<file path="config.mk">
export PLATFORM = sky130hd
export DESIGN_NAME = i2c_slave_regfile
export DESIGN_NICKNAME = d
export VERILOG_FILES = /design/src/rtl/i2c_slave_regfile.sv
export SDC_FILE = /design/constraint.sdc
export NUM_CORES = 1
export LEC_CHECK = 0
export CAP_MARGIN = 20
export CORE_MARGIN = 2
export CORE_UTILIZATION = 43
export DETAILED_ROUTE_END_ITERATION = 8
export SLEW_MARGIN = 0
export SYNTH_ARGS = -nofsm -noshare
export SYNTH_HDL_FRONTEND = slang
export SYNTH_SLANG_ARGS = --single-unit
</file>
<file path="constraint.sdc">
create_clock -name clk -period 5.6 [get_ports clk]
set_clock_uncertainty 0.15 [all_clocks]
set_input_delay 1.12 -clock clk [delete_from_list [all_inputs] [get_ports clk]]
set_output_delay 1.12 -clock clk [all_outputs]
set_load 0.01 [all_outputs]
</file>
<file path="src/rtl/i2c_slave_regfile.sv">
`timescale 1ns/1ps
// i2c_slave_regfile
//   I2C target answering one 7-bit address. It exposes a REG_DEPTH x 8 register
//   file. A write transfers a register-pointer byte followed by a burst of data
//   bytes. A read uses a repeated START with R/W=1 and begins at the current
//   pointer. The pointer auto-increments and wraps in both directions.
//   SCL and SDA are oversampled on clk. SDA is driven open-drain (pull low only).
// Ports
//   clk, rst    system clock (>= 8x SCL); asynchronous active-high reset
//   scl_in      bus SCL, asynchronous
//   sda_in      bus SDA, asynchronous
//   sda_oe      1 = pull SDA low, 0 = release
//   wr_stb      1-clk pulse when a bus write updates a register
//   wr_addr     index of that register (valid with wr_stb)
//   wr_data     byte written (valid with wr_stb)
//   busy        high from address match until STOP / return to idle
//   host_addr   local read-back index
//   host_data   reg[host_addr], combinational
module i2c_slave_regfile #(
  parameter logic [6:0]  SLAVE_ADDR = 7'h50,
  parameter int unsigned REG_DEPTH  = 16,
  localparam int unsigned PW        = $clog2(REG_DEPTH)
) (
  input  logic          clk,
  input  logic          rst,
  input  logic          scl_in,
  input  logic          sda_in,
  output logic          sda_oe,
  output logic          wr_stb,
  output logic [PW-1:0] wr_addr,
  output logic [7:0]    wr_data,
  output logic          busy,
  input  logic [PW-1:0] host_addr,
  output logic [7:0]    host_data
);

  typedef enum logic [3:0] {
    S_IDLE,
    S_ADDR,
    S_ADDR_ACK,
    S_REG,
    S_REG_ACK,
    S_WDATA,
    S_WDATA_ACK,
    S_RDATA,
    S_RDATA_ACK
  } state_t;

  // Synchroniser plus history flops. Reset to the idle-bus level so that
  // leaving reset does not produce spurious edges.
  logic r_scl_s1, r_scl_s2, r_scl_d;
  logic r_sda_s1, r_sda_s2, r_sda_d;

  always_ff @(posedge clk or posedge rst) begin
    if (rst) begin
      r_scl_s1 <= 1'b1;
      r_scl_s2 <= 1'b1;
      r_scl_d  <= 1'b1;
      r_sda_s1 <= 1'b1;
      r_sda_s2 <= 1'b1;
      r_sda_d  <= 1'b1;
    end else begin
      r_scl_s1 <= scl_in;
      r_scl_s2 <= r_scl_s1;
      r_scl_d  <= r_scl_s2;
      r_sda_s1 <= sda_in;
      r_sda_s2 <= r_sda_s1;
      r_sda_d  <= r_sda_s2;
    end
  end

  logic w_scl_rise, w_scl_fall, w_start, w_stop;
  assign w_scl_rise = r_scl_s2 & ~r_scl_d;
  assign w_scl_fall = ~r_scl_s2 & r_scl_d;
  assign w_start    = r_scl_s2 & r_scl_d & r_sda_d & ~r_sda_s2;
  assign w_stop     = r_scl_s2 & r_scl_d & ~r_sda_d & r_sda_s2;

  state_t        r_state;
  logic [3:0]    r_bit_cnt;
  logic [7:0]    r_shift;
  logic          r_rw;
  logic [PW-1:0] r_ptr;
  logic          r_sda_oe;
  logic          r_wr_stb;
  logic [PW-1:0] r_wr_addr;
  logic [7:0]    r_wr_data;
  logic          r_busy;
  logic [7:0]    r_regs [REG_DEPTH];

  logic [7:0]    w_byte_in;
  logic [PW-1:0] w_ptr_inc;
  assign w_byte_in = {r_shift[6:0], r_sda_s2};
  assign w_ptr_inc = r_ptr + PW'(1);

  always_ff @(posedge clk or posedge rst) begin
    if (rst) begin
      r_state   <= S_IDLE;
      r_bit_cnt <= '0;
      r_shift   <= '0;
      r_rw      <= 1'b0;
      r_ptr     <= '0;
      r_sda_oe  <= 1'b0;
      r_wr_stb  <= 1'b0;
      r_wr_addr <= '0;
      r_wr_data <= '0;
      r_busy    <= 1'b0;
      for (int unsigned i = 0; i < REG_DEPTH; i++) r_regs[i] <= '0;
    end else begin
      r_wr_stb <= 1'b0;
      if (w_stop) begin
        r_state   <= S_IDLE;
        r_bit_cnt <= '0;
        r_sda_oe  <= 1'b0;
        r_busy    <= 1'b0;
      end else if (w_start) begin
        r_state   <= S_ADDR;
        r_bit_cnt <= '0;
        r_sda_oe  <= 1'b0;
      end else begin
        case (r_state)
          S_IDLE: ;
          S_ADDR: begin
            if (w_scl_rise) begin
              r_shift   <= w_byte_in;
              r_bit_cnt <= r_bit_cnt + 4'd1;
            end else if (w_scl_fall && r_bit_cnt == 4'd8) begin
              if (r_shift[7:1] == SLAVE_ADDR) begin
                r_sda_oe <= 1'b1;
                r_busy   <= 1'b1;
                r_rw     <= r_shift[0];
                r_state  <= S_ADDR_ACK;
              end else begin
                r_sda_oe <= 1'b0;
                r_busy   <= 1'b0;
                r_state  <= S_IDLE;
              end
            end
          end
          S_ADDR_ACK: begin
            if (w_scl_fall) begin
              r_bit_cnt <= '0;
              if (r_rw) begin
                r_shift  <= r_regs[r_ptr];
                r_sda_oe <= ~r_regs[r_ptr][7];
                r_state  <= S_RDATA;
              end else begin
                r_sda_oe <= 1'b0;
                r_state  <= S_REG;
              end
            end
          end
          S_REG: begin
            if (w_scl_rise) begin
              r_shift   <= w_byte_in;
              r_bit_cnt <= r_bit_cnt + 4'd1;
              if (r_bit_cnt == 4'd7) r_ptr <= w_byte_in[PW-1:0];
            end else if (w_scl_fall && r_bit_cnt == 4'd8) begin
              r_sda_oe <= 1'b1;
              r_state  <= S_REG_ACK;
            end
          end
          S_REG_ACK: begin
            if (w_scl_fall) begin
              r_sda_oe  <= 1'b0;
              r_bit_cnt <= '0;
              r_state   <= S_WDATA;
            end
          end
          S_WDATA: begin
            if (w_scl_rise) begin
              r_shift   <= w_byte_in;
              r_bit_cnt <= r_bit_cnt + 4'd1;
              if (r_bit_cnt == 4'd7) begin
                r_regs[r_ptr] <= w_byte_in;
                r_wr_stb      <= 1'b1;
                r_wr_addr     <= r_ptr;
                r_wr_data     <= w_byte_in;
                r_ptr         <= w_ptr_inc;
              end
            end else if (w_scl_fall && r_bit_cnt == 4'd8) begin
              r_sda_oe <= 1'b1;
              r_state  <= S_WDATA_ACK;
            end
          end
          S_WDATA_ACK: begin
            if (w_scl_fall) begin
              r_sda_oe  <= 1'b0;
              r_bit_cnt <= '0;
              r_state   <= S_WDATA;
            end
          end
          S_RDATA: begin
            if (w_scl_rise) begin
              r_bit_cnt <= r_bit_cnt + 4'd1;
            end else if (w_scl_fall) begin
              // cnt==0 only on a follow-on byte: it was loaded at the ACK rise,
              // and its MSB goes out on this first fall.
              if (r_bit_cnt == 4'd0) begin
                r_sda_oe <= ~r_shift[7];
              end else if (r_bit_cnt < 4'd8) begin
                r_shift  <= {r_shift[6:0], 1'b0};
                r_sda_oe <= ~r_shift[6];
              end else begin
                r_sda_oe <= 1'b0;
                r_state  <= S_RDATA_ACK;
              end
            end
          end
          S_RDATA_ACK: begin
            if (w_scl_rise) begin
              r_ptr <= w_ptr_inc;
              if (!r_sda_s2) begin
                r_shift   <= r_regs[w_ptr_inc];
                r_bit_cnt <= '0;
                r_state   <= S_RDATA;
              end else begin
                r_busy  <= 1'b0;
                r_state <= S_IDLE;
              end
            end
          end
          default: r_state <= S_IDLE;
        endcase
      end
    end
  end

  assign sda_oe    = r_sda_oe;
  assign wr_stb    = r_wr_stb;
  assign wr_addr   = r_wr_addr;
  assign wr_data   = r_wr_data;
  assign busy      = r_busy;
  assign host_data = r_regs[host_addr];

endmodule

</file>
==> results of run 1 <==
[logic make-up (layout without fill, tap and decap cells)]
logic type                 count (synthesis)  in the layout
DFF                                      170            170
adders and majority gates                  6              6
AOI/OAI and AO/OA                         61             61
xor gates and xnor gates                   4              4
and+or+nand+nor                          127            127
muxes                                    288            288
buffers and inverters                     90             86
[final cells by class]
| type | count | area, um^2 | share of cell area (%) |
|---|---|---|---|
| Sequential cell | 170 | 4267 | 37.21 |
| Timing Repair Buffer | 45 | 432.9 | 3.776 |
| Clock buffer | 18 | 439.2 | 3.830 |
| Tap cell | 319 | 399.1 | 3.481 |
| Clock inverter | 14 | 161.4 | 1.408 |
| Inverter | 9 | 37.54 | 0.3274 |
| Multi-Input combinational cell | 486 | 5729 | 49.97 |
[registers in the layout, summed over array words and instances (netlist names), 4 cells and up]
register   cells
r_state        4
r_regs       128
r_shift        8
r_ptr          4
wr_data        8
wr_addr        4
r_bit_cnt      4
[metrics by stage]
stage                     setup WS [ps]  hold WS (ps)
after global routing              849.1         216.6
after detailed placement          929.4         197.6
after floorplan                    1668         195.2
final                             931.1         211.9
after CTS                         928.6         214.1
after global placement            972.4         200.7
[synthesized netlist by cell type (all sizes together), types with 3 or more instances]
library cell  number
o31ai              4
nand3             18
or3                8
buf               53
clkbuf            28
nand4             16
mux2i             28
o32ai              9
ha                 6
mux2             152
o21ai             12
nor2               9
mux4             108
dfstp              6
nor3              11
nand3b             3
nand2             22
dfrtp            164
nand2b             9
nor2b              6
a21oi             13
a211oi             4
and3              16
inv                9
[worst max-delay path, cell delays in order]
cell,delay [ps]
clkdlybuf4s50_1,450
buf_4,400
mux4_2,400
mux4_2,500
clkdlybuf4s50_1,500
[worst min path at each step]
| stage | start | depth (start not counted) | slack (ps) | endpoint |
|---|---|---|---|---|
| 3_5_place_dp | r_sda_s1 | 0 | 200 | r_sda_s2 |
| 5_1_grt | r_scl_s1 | 0 | 220 | r_scl_s2 |
| 2_1_floorplan | r_scl_s1 | 0 | 200 | r_scl_s2 |
| 4_1_cts | r_sda_s1 | 0 | 210 | r_sda_s2 |
| 3_3_place_gp | r_sda_s1 | 0 | 200 | r_sda_s2 |
| 6_report | r_sda_s1 | 0 | 210 | r_sda_s2 |
[routing by layer]
metal | wire length, um | part of all wire [%] | vias up | GRT usage [%]
li1 | - | - | 2885 | -
met5 | 0 | 0 | - | 0
met4 | 672 | 2.4 | 0 | 6.488
met3 | 2007 | 7.1 | 57 | 4.519
met1 | 12480 | 44 | 3712 | 33.01
met2 | 13120 | 46 | 335 | 35.81
[where the power goes]
group	total, mW	internal [mW]	leakage, nW	switching, mW
Clock	1.22	0.680	0.295	0.535
Sequential	1.27	1.24	2.35	0.0354
Combinational	0.213	0.0760	2.14	0.137
Total	2.70	2.00	4.79	0.707
==> impl_metrics.tcl, run 1 <==
set metrics [dict create \
    ys_warn_count 0 \
    dr.first_iter.drc_count 783 \
    ys_ff_latch 170 \
    drt-total-wl_mm 28.28 \
    synthFlopType "dfrtp_1" \
    synth-compound-area-share_pct 4.322 \
    finalNonFillerCells 1061 \
    cts_resized 0 \
    h-tree-depth 4 \
    root_buffer "clkbuf_16" \
    cts_buffer_depth 2 \
    fin_crit_ps 4669 \
    reg2regPathDepth 8 \
    tritoncts "done" \
    critPathCaptureType "primary output" \
    clock_latency_ps 440 \
    endpoint "host_data[4]" \
    r2r_start "r_ptr[0]" \
    period_share_pct 83.37 \
    gp_congestion 0.8887 \
    clkTransAtPathRegs_ps 70 \
    synthAdderAreaFrac_pct 0.7203 \
    cap_violations 0 \
    r2r_end "r_shift[0]" \
    max_freq_mhz 214.2 \
    ir_worst_vdd_uv 123.9 \
    final_common_cell "dfrtp_1" \
    drive_gt1_share_pct 43.80 \
    dieArea_um2 25500 \
    synth.net_count 760 \
    worst_setup_path_start_kind "primary input" \
    muxShareOfSynthArea_pct 42.48 \
    grt_use_total_pct 22.99 \
    slew_headroom_pct 25.31 \
    synthXorXnorAreaFrac_pct 0.4082 \
    powerDensity_nw_per_um2 235.8 \
    hold_path.class "reg -> reg" \
    vias_per_cell 6.587 \
    core_area_um2 23610 \
    worstPathArrival_ps 3400 \
    crit_required_ps 4330 \
    cts_setup_buffers 0 \
    yosysUniqueCellTypes 56 \
    synthArstFlopShare_pct 100.0 \
    stdcell_area_um2 11470 \
    grt_max_degree 83 \
    die_h_um 159.7 \
    cts_hold_buffers 0 \
    yosys.area.top_type "dfrtp_1" \
    clock_sinks 170 \
    grt_pass1_vias 7149 \
    avgRoutedWirePerCell_um 26.65 \
    remaining_drc_errors 0 \
    io_buffers 30 \
    synth_top_family_by_area "multiplexers" \
    numCtsBuffers 17 \
    areaGrowthSynthToFinish_pct 10.01 \
    utilization_pct 48.56 \
    finalMaxSlewViolations 0 \
    worst_slew_pin_slew_ps 1120 \
    grt_setup_unrepaired "false" \
    finalHoldViolCount 0 \
    finalSetupViolCount 0 \
    diodes 0 \
    place_area_um2 10860 \
    ios 31 \
    power_leakage_nw 4.791 \
    synth_top_area_share_pct 39.38 \
    power_mw 2.703 \
    vias 6989 \
    status "finished clean" \
    synth-simple-area-share_pct 6.855 \
    grt_pass1_wl_mm 44.29 \
    nNetsFinal 743 \
    critPathKind "in -> out" \
    grt.overflow.total 0 \
    synth_edf_count 0 \
    dp_hpwl_mm 18.10 \
    fin_setup_tns_ps 0 \
    core.rowCount 56 \
    cp-startpoint "host_addr[1]" \
    synthCells 746 \
    final_cell_mix "dfrtp_1, mux2_2, mux4_2" \
    n_fill_cell 2047 \
    ant_nets 0 \
    ys_top_cells_by_area "dfrtp_1, mux4_2, mux2_2" \
    die_w_um 159.7 \
    antenna_found_initial 0 \
    cp_max_fo 32 \
    synth-seq-area-share_pct 40.89 \
    dp_cells 1028 \
    synth_area_um2 10420 \
    syn_avg_cell_area_um2 13.97 \
    drtPass1Iterations 5 \
    r2r_slack_ps 1590 \
    start_util_pct 44.14 \
]
Note: power is estimated with default switching activity, not from simulation.
==> run 2: changes to the inputs <==
- clock period: 5.6 -> 4.9 ns (I/O delays scaled with it)
==> run 2 against run 1 <==
Clock-buffer cell count increased by 1. Combinational power rose by 15%. Critical path depth unchanged. Flip-flop and latch count unchanged. Via count is 0.46% higher. Cell count is 0.38% higher. Register-to-register slack lost 560 ps. Setup slack got worse by 270 ps. Die area is the same. Sequential share of layout area is 0.073 points lower. Non-clock buffer count rose by 4. Largest cell class unchanged. Largest power group unchanged.
==> impl_metrics.tcl, run 2 (synthesis gave the netlist of run 1 again) <==
set metrics [dict create \
    clock_sinks 170 \
    clock_latency_ps 440 \
    cp_top_family "buffers and inverters" \
    cap_violations 0 \
    die_h_um 159.7 \
    finalSetupViolCount 0 \
    path_buf_inv 3 \
    fin_crit_ps 4237 \
    ios 31 \
    final_common_cell "dfrtp_1" \
    nNetsFinal 747 \
    die_w_um 159.7 \
    core_area_um2 23610 \
    cts_buffer_depth 2 \
    grt_setup_unrepaired "false" \
    areaGrowthSynthToFinish_pct 10.23 \
    grt_pass1_wl_mm 43.79 \
    drtPass1Iterations 6 \
    gp_congestion 0.8349 \
    grt_use_total_pct 22.67 \
    cts_setup_buffers 0 \
    period_share_pct 86.47 \
    crit_required_ps 3770 \
    worst_setup_path_start_kind "primary input" \
    vias_per_cell 6.592 \
    h-tree-depth 4 \
    dp_hpwl_mm 17.77 \
    worst_slew_pin_slew_ps 1050 \
    hold_ws_ps 212.7 \
    root_buffer "clkbuf_16" \
    cp_cell_sequence "clkdlybuf4s50_1 -> buf_12 -> mux4_2 -> mux4_2 -> clkdlybuf4s50_1" \
    cp_slowest_cell "mux4_2" \
    n_fill_cell 2030 \
    ir_worst_vdd_uv 200.5 \
    diodes 0 \
    final_cell_mix "dfrtp_1, mux2_2, mux4_2" \
    dr.first_iter.drc_count 693 \
    multi_input_area_um2 5729 \
    cts_hold_buffers 0 \
    utilization_pct 48.65 \
    critPathCaptureType "primary output" \
    ant_nets 0 \
    max_freq_mhz 236.0 \
    largest-register "r_regs" \
    hold_path.class "reg -> reg" \
    powerDensity_nw_per_um2 260.4 \
    clkTransAtPathRegs_ps 70 \
    fin_setup_tns_ps 0 \
    finalHoldViolCount 0 \
    cp_max_fo 32 \
    vias 7021 \
    antenna_found_initial 0 \
    worstPathArrival_ps 3110 \
    grt.overflow.total 0 \
    drive_gt1_share_pct 43.97 \
    slew_headroom_pct 29.75 \
    status "finished clean" \
    io_buffers 30 \
    numCtsBuffers 17 \
    seq_area_um2 4267 \
    power_leakage_nw 4.798 \
    drt-total-wl_mm 28.02 \
    finalMaxSlewViolations 0 \
    largest_reg_flops 128 \
    dieArea_um2 25500 \
    start_util_pct 44.14 \
    cts_resized 0 \
    slowest_delay_ps 520 \
    avgRoutedWirePerCell_um 26.31 \
    grt_max_degree 93 \
    core.rowCount 56 \
    critPathKind "in -> out" \
    grt_pass1_vias 7012 \
    tritoncts "done" \
    remaining_drc_errors 0 \
]
==> run 2: area by class of cell <==
| cell class | instances | share of cell area [%] |
|---|---|---|
| inverters | 9 | 0.3267 |
| clock inverters | 13 | 0.9584 |
| well taps | 319 | 3.474 |
| repair buffers | 49 | 4.378 |
| flip-flops and latches | 170 | 37.14 |
| clock buffers | 19 | 3.855 |
| multi-input cells | 486 | 49.87 |
==> run 2: layer usage <==
layer  vias to the layer above  global-route usage, %  part of all wire (%)  routed length (um)
met5                         -                      0                     0                   0
met2                       327                  34.24                    46               12970
li1                       2893                      -                     -                   -
met4                         0                  7.851                   2.4                 681
met3                        57                  5.299                   7.7                2163
met1                      3744                  32.31                    44               12210
==> run 2: worst register-to-register path, stage by stage, from the launching register on <==
cell and delay [ps]:
dfrtp_1 720, nor2b_1 210, buf_4 240, nand3_1 180
nor4b_4 710, buf_4 360, and3_1 750, mux2_2 430
==> run 2: stage by stage <==
step / cell area (um^2) / power (mW) / instances / setup slack, ps
2_1_floorplan: 10430 / 1.646 / 746 / 1248
3_3_place_gp: 10890 / 1.719 / 1030 / 701.4
3_5_place_dp: 10890 / 1.726 / 1030 / 674.7
4_1_cts: 11440 / 3.010 / 1062 / 669.1
5_1_grt: 11490 / 3.095 / 1065 / 613.6
6_report: 11490 / 2.992 / 1065 / 662.8
==> run 2: worst paths after layout <==
check,startpoint,end,cells past startpoint,slack [ps]
setup / recovery,host_addr[1],host_data[4],5,660
hold / removal,r_sda_s1,r_sda_s2,0,210
setup reg to reg,r_state[0],r_regs[3],7,1030
hold reg to reg,r_sda_s1,r_sda_s2,0,210
max in group asynchronous,rst,r_shift[6],4,3160
min in group asynchronous,rst,r_regs[40],3,850
==> run 2: report_power, final <==
part	leakage, nW	internal (mW)	switching (mW)	total [mW]
Sequential	2.35	1.42	0.0395	1.46
Combinational	2.18	0.0901	0.155	0.245
Clock	0.267	0.676	0.614	1.29
